===== src/rtl/miriscv_alu_issue.sv =====
// Operand-issue stage in front of miriscv_alu: register file, ISSUE slot driving the ALU, RESULT slot with writeback.
// Define MIRISCV_ISSUE_BYPASS_EN to forward the ISSUE-slot result instead of stalling dependent requests.
module miriscv_alu_issue #(
  parameter int XLEN = 32,
  parameter int RA_W = 5,
  parameter int OP_W = 5
) (
  input  logic            clk_i,
  input  logic            rst_i,
  input  logic            req_valid_i,
  output logic            req_ready_o,
  input  logic [OP_W-1:0] req_op_i,
  input  logic [RA_W-1:0] req_rs1_i,
  input  logic [RA_W-1:0] req_rs2_i,
  input  logic [RA_W-1:0] req_rd_i,
  input  logic [XLEN-1:0] req_imm_i,
  input  logic            req_use_imm_i,
  output logic [OP_W-1:0] alu_operator_o,
  output logic [XLEN-1:0] alu_operand_a_o,
  output logic [XLEN-1:0] alu_operand_b_o,
  input  logic [XLEN-1:0] alu_result_i,
  input  logic            alu_cmp_i,
  output logic            res_valid_o,
  input  logic            res_ready_i,
  output logic [XLEN-1:0] res_data_o,
  output logic            res_cmp_o,
  output logic [RA_W-1:0] res_rd_o
);

  localparam int NREG = 2 ** RA_W;

  logic [XLEN-1:0] regs_r [NREG];
  logic            iss_valid_r;
  logic            iss_wr_r;
  logic [RA_W-1:0] iss_rd_r;
  logic            res_valid_r;

  logic            res_move_s;
  logic            iss_move_s;
  logic            iss_fwd_s;
  logic            rs1_hit_s;
  logic            rs2_hit_s;
  logic            hazard_s;
  logic            req_ready_s;
  logic            accept_s;
  logic            wb_en_s;
  logic [XLEN-1:0] rs1_val_s;
  logic [XLEN-1:0] rs2_val_s;
  logic [XLEN-1:0] opa_s;
  logic [XLEN-1:0] opb_s;

  // Only the arithmetic/logic operators produce a register writeback; compares and unused codes do not.
  function automatic logic is_write_op(input logic [OP_W-1:0] op);
    return (op >= OP_W'(1)) && (op <= OP_W'(8));
  endfunction

  // Handshake, dependency detection against the ISSUE slot and operand selection for the request.
  always_comb begin
    res_move_s = !res_valid_r || res_ready_i;
    iss_move_s = iss_valid_r && res_move_s;
    iss_fwd_s  = iss_valid_r && iss_wr_r && (iss_rd_r != {RA_W{1'b0}});
    rs1_hit_s  = iss_fwd_s && (req_rs1_i == iss_rd_r);
    rs2_hit_s  = iss_fwd_s && !req_use_imm_i && (req_rs2_i == iss_rd_r);
    if (req_rs1_i == {RA_W{1'b0}}) begin
      rs1_val_s = {XLEN{1'b0}};
    end else begin
      rs1_val_s = regs_r[req_rs1_i];
    end
    if (req_rs2_i == {RA_W{1'b0}}) begin
      rs2_val_s = {XLEN{1'b0}};
    end else begin
      rs2_val_s = regs_r[req_rs2_i];
    end
`ifdef MIRISCV_ISSUE_BYPASS_EN
    hazard_s = 1'b0;
    if (rs1_hit_s) begin
      opa_s = alu_result_i;
    end else begin
      opa_s = rs1_val_s;
    end
    if (req_use_imm_i) begin
      opb_s = req_imm_i;
    end else if (rs2_hit_s) begin
      opb_s = alu_result_i;
    end else begin
      opb_s = rs2_val_s;
    end
`else
    // Without forwarding the consumer waits until the producer has written the register file.
    hazard_s = rs1_hit_s || rs2_hit_s;
    opa_s    = rs1_val_s;
    if (req_use_imm_i) begin
      opb_s = req_imm_i;
    end else begin
      opb_s = rs2_val_s;
    end
`endif
    req_ready_s = (!iss_valid_r || res_move_s) && !hazard_s;
    accept_s    = req_valid_i && req_ready_s;
    wb_en_s     = iss_move_s && iss_wr_r && (iss_rd_r != {RA_W{1'b0}});
  end

  assign req_ready_o = req_ready_s;
  assign res_valid_o = res_valid_r;

  // ISSUE slot: latches the accepted op; contents and ALU drive hold while stalled or idle.
  always_ff @(posedge clk_i) begin
    if (rst_i) begin
      iss_valid_r     <= 1'b0;
      iss_wr_r        <= 1'b0;
      iss_rd_r        <= {RA_W{1'b0}};
      alu_operator_o  <= {OP_W{1'b0}};
      alu_operand_a_o <= {XLEN{1'b0}};
      alu_operand_b_o <= {XLEN{1'b0}};
    end else if (accept_s) begin
      iss_valid_r     <= 1'b1;
      iss_wr_r        <= is_write_op(req_op_i);
      iss_rd_r        <= req_rd_i;
      alu_operator_o  <= req_op_i;
      alu_operand_a_o <= opa_s;
      alu_operand_b_o <= opb_s;
    end else if (iss_move_s) begin
      iss_valid_r <= 1'b0;
    end
  end

  // RESULT slot: captures the ALU output when ISSUE advances; a simultaneous drain and refill stays full.
  always_ff @(posedge clk_i) begin
    if (rst_i) begin
      res_valid_r <= 1'b0;
      res_data_o  <= {XLEN{1'b0}};
      res_cmp_o   <= 1'b0;
      res_rd_o    <= {RA_W{1'b0}};
    end else if (iss_move_s) begin
      res_valid_r <= 1'b1;
      res_data_o  <= alu_result_i;
      res_cmp_o   <= alu_cmp_i;
      res_rd_o    <= iss_rd_r;
    end else if (res_ready_i) begin
      res_valid_r <= 1'b0;
    end
  end

  // Register file: written on the same edge the op enters RESULT; entry 0 is never written.
  always_ff @(posedge clk_i) begin
    if (rst_i) begin
      for (int i = 0; i < NREG; i++) begin
        regs_r[i] <= {XLEN{1'b0}};
      end
    end else if (wb_en_s) begin
      regs_r[iss_rd_r] <= alu_result_i;
    end
  end

endmodule


===== config.mk =====
export PLATFORM = sky130hd
export DESIGN_NAME = miriscv_alu_issue
export DESIGN_NICKNAME = d
export VERILOG_FILES = /design/src/rtl/miriscv_alu_issue.sv
export SDC_FILE = /design/constraint.sdc
export NUM_CORES = 2
export LEC_CHECK = 0
export ABC_AREA = 1
export CORE_MARGIN = 5
export CORE_UTILIZATION = 40
export CTS_BUF_LIST = sky130_fd_sc_hd__clkbuf_4 sky130_fd_sc_hd__clkbuf_8
export DETAILED_ROUTE_END_ITERATION = 10
export PLACE_DENSITY = 0.6
export SLEW_MARGIN = 20
export SYNTH_ARGS = -nofsm -noshare
export SYNTH_HDL_FRONTEND = slang
export SYNTH_SLANG_ARGS = --single-unit
export TNS_END_PERCENT = 10

===== constraint.sdc =====
create_clock -name clk_i -period 3 [get_ports clk_i]
set_input_delay 0.6 -clock clk_i [delete_from_list [all_inputs] [get_ports clk_i]]
set_output_delay 0.6 -clock clk_i [all_outputs]
set_load 0.1 [all_outputs]

==> impl_results.md <==
- CTS Sinks: 1139
- Worst EP arrival: 2.33 ns
- Worst setup SP type: flop
- Fmax: between 300 and 400 MHz
- DR iter-0 viols: roughly 9k
- CTS tree: built
- Setup Skew: 0.0469 ns
- Starting Density: between 40% and 50%
- Skew-Pair Late Insertion Delay: roughly 0.94 ns
- Final setup violation count: 0
- Leakage: approximately 0.032 µW
- Worst r2r src: iss_rd_r[4]
- Largest net degree at the start of global routing: ~120
- Mean Syn Cell Area: approximately 7.7 µm²
- Vias in the first global route: 54.4k
- Die extent in y: slightly above 400 µm
- Clock transition at path regs: approximately 0.070 ns
- Initial antenna violation count: 8
- Hold Startpoint: req_op_i[2]
- Die area: approximately 170000 µm²
- Die Wd: 407 µm
- Worst R2R Setup Slack: between 0.3 and 0.4 ns
- DR WL/cell: 23.0 µm
- Register area share after synthesis: 52.5%
- Final period utilization: between 90% and 100%
- Run status: finished clean
- Mapped Area: 62900 µm²
- # rows: between 100 and 150
- Ys Warns: 0
- Yosys top cell area share: about 49%
- CTS hold repair buffers: 0
- WP data required: around 2.4 ns
- WL final: ~240 mm
- Worst Hold Class: input port to flop
- Routability cong.: 0.953
- Worst setup path class: flop to output pin
- I/O pin total: 199
- Detailed Place HPWL: between 150 and 200 mm
- Cell Count, Final, Fillers Out: roughly 11k
- Hold WS: 0.318 ns
- NumNets Final: between 8k and 9k
- Slew Viols, Final: 0
- Grt ovf: 0
- Core area: roughly 160000 µm²
- Share of post-route cells with drive strength above 1: about a tenth
- Slew @ Worst Pin: between 0.9 and 1 ns
- Slew headroom: 36.2%
- Number of H-tree levels: 4
- Via Count: 58.4k
- Min Tclk post-route: between 2 and 3 ns
- Root Driver: clkbuf_8
- Area grow syn2layout: 15.3%
- Hold endpoint: alu_operator_o[2]
- Vias per Instance: 5.53
- Placed cells: roughly 10k
- Max cap viols: 0
- DRC: 0
- First-pass iteration count of the detailed router: 7
- Worst Hold Depth: 3
- Worst IR drop on VDD: 521 µV
- Most area-hungry cell type in the Yosys netlist: edfxtp_1
- Post-synthesis cell count: around 8.2k
- Power per cell area: 534 nW/µm²
- Flops & latches, synth: approximately 1.1k
- First-pass GRT wire length: approximately 350 mm
- # port buffers: 198
- R2r endpoint: regs_r[3][13]
- Final Hold Fails: 0
- Endpoint type of the worst setup path: output pin
- Crit Path Max Fanout: 5
- Final ANT Viol Nets: 0
- R2r worst-path depth: 13
- Main area contributors after synthesis: edfxtp_1 (49%), nand2_1 (14%), nand3_1 (9.4%)
- Post-synthesis cell type count: 26
- CTS Buf Count: between 150 and 200
- GRT Util Overall: 28.7%
- Clock tree buffer depth: 3
[where the power goes]
group	switching, µW	total [µW]	internal (µW)	leakage, µW
registers	289	18100	17900	0.0115
logic	4600	6300	1690	0.0183
clock network	6730	14300	7570	0.00206
[placed cells by master, fill, tap and decap left out, types with 40 or more instances in the layout]
| cell type | synthesis | routed |
|---|---|---|
| dfxtp_1 | 115 | 110 |
| nand2_1 | 2340 | 2307 |
| a21oi_1 | 262 | 262 |
| nor2_1 | 1267 | 1263 |
| o21ai_0 | 491 | 491 |
| clkinv_1 | 3 | 40 |
| clkdlybuf4s50_1 | 0 | 78 |
| inv_1 | 806 | 795 |
| edfxtp_1 | 1024 | 1024 |
| nand3_1 | 1186 | 1186 |
| buf_12 | 0 | 128 |
| clkbuf_8 | 0 | 203 |
| buf_4 | 31 | 367 |
| clkbuf_4 | 0 | 84 |
[metrics by stage]
step	util [%]	total power [µW]	area (µm²)	setup WS [ns]	setup TNS (ns)
after floorplan	-	22000	63100	0.151	0
after global placement	43.8	24500	68600	-0.0523	-2.42
after detailed placement	43.8	24600	68600	-0.0648	-1.35
after CTS	46.3	38800	72500	0.00127	0
after global routing	46.4	40100	72600	-0.0916	-0.0916
final	46.4	38700	72600	0.0727	0
[cells in the mapped netlist]
cell type,instances
a211oi_1,1
nand3_1,1186
nand2_1,2340
nor3_4,3
clkinv_1,3
or2_2,1
conb_1,1
nor4_1,1
nor2_1,1267
nor3_1,9
buf_1,58
inv_1,806
a21boi_1,1
dfxtp_1,115
nand3_2,2
o21ai_0,491
inv_2,2
nand4_1,3
buf_4,31
edfxtp_1,1024
nor3_2,2
a21oi_1,262
clkbuf_1,269
buf_6,67
buf_2,237
xnor2_1,1
[layer usage]
| layer | vias to the layer above | routed length (µm) | GRT usage, % |
|---|---|---|---|
| met5 | - | 13 | 0 |
| met4 | 2 | 8530 | 9.84 |
| met3 | 582 | 34300 | 9.45 |
| met2 | 3714 | 106000 | 44.2 |
| met1 | 27500 | 94200 | 38.2 |
| li1 | 26600 | - | - |
[worst max-delay path by stage]
stage / startpoint / endpoint / slack [ns]
floorplan: req_rs1_i[0] / req_ready_o / 0.15
global placement: res_ready_i / regs_r[3][13] / -0.05
detailed placement: res_ready_i / regs_r[3][13] / -0.06
CTS: iss_rd_r[3] / req_ready_o / 0.001
global route: iss_rd_r[3] / req_ready_o / -0.09
finish: iss_rd_r[3] / req_ready_o / 0.07
[flip-flops by register name, indices dropped and copies added, names as in the netlist]
register         count
res_cmp_o            1
iss_wr_r             1
res_rd_o             5
alu_operand_a_o     32
iss_valid_r          1
res_data_o          32
alu_operand_b_o     32
res_valid_o          1
regs_r            1024
alu_operator_o       5
iss_rd_r             5
[layout make-up]
cell class                 count  area, µm²
multi-input combinational   5602      23700
timing repair buffer         589       6290
clock buffer                 287       3420
sequential                  1139      33100
antenna                        6       15.0
clock inverter                68        425
tap                         2058       2570
inverter                     811       3090
fill                       15200      83800
[kinds of logic (layout without fill, tap and decap cells)]
logic type,count (synthesis),after routing,share of synthesized area (%)
buffers and inverters,1473,1755,10.2
flip-flops,1139,1139,52.5
AND/OR/NAND/NOR,4814,4814,31.2
XOR/XNOR,1,1,0.0139
other,1,38,0.00596
AO/OA/AOI/OAI,755,755,6.01
[what timing repair did]
action / in CTS / in global routing
gates resized for setup: 17 / 15
setup buffers: 3 / 3
endpoints found under the setup margin: 1 / 1
pin swaps: 5 / 11
[worst max-delay path: stages (launching register included)]
cell,delay (ns)
dfxtp_4,0.36
buf_6,0.13
inv_4,0.06
nand2_1,0.05
nand2_1,0.06
nor2_1,0.05
nand3_1,0.14
nand2_4,0.13
a21boi_4,0.21
buf_12,0.20
Note: power is estimated with default switching activity, not from simulation.
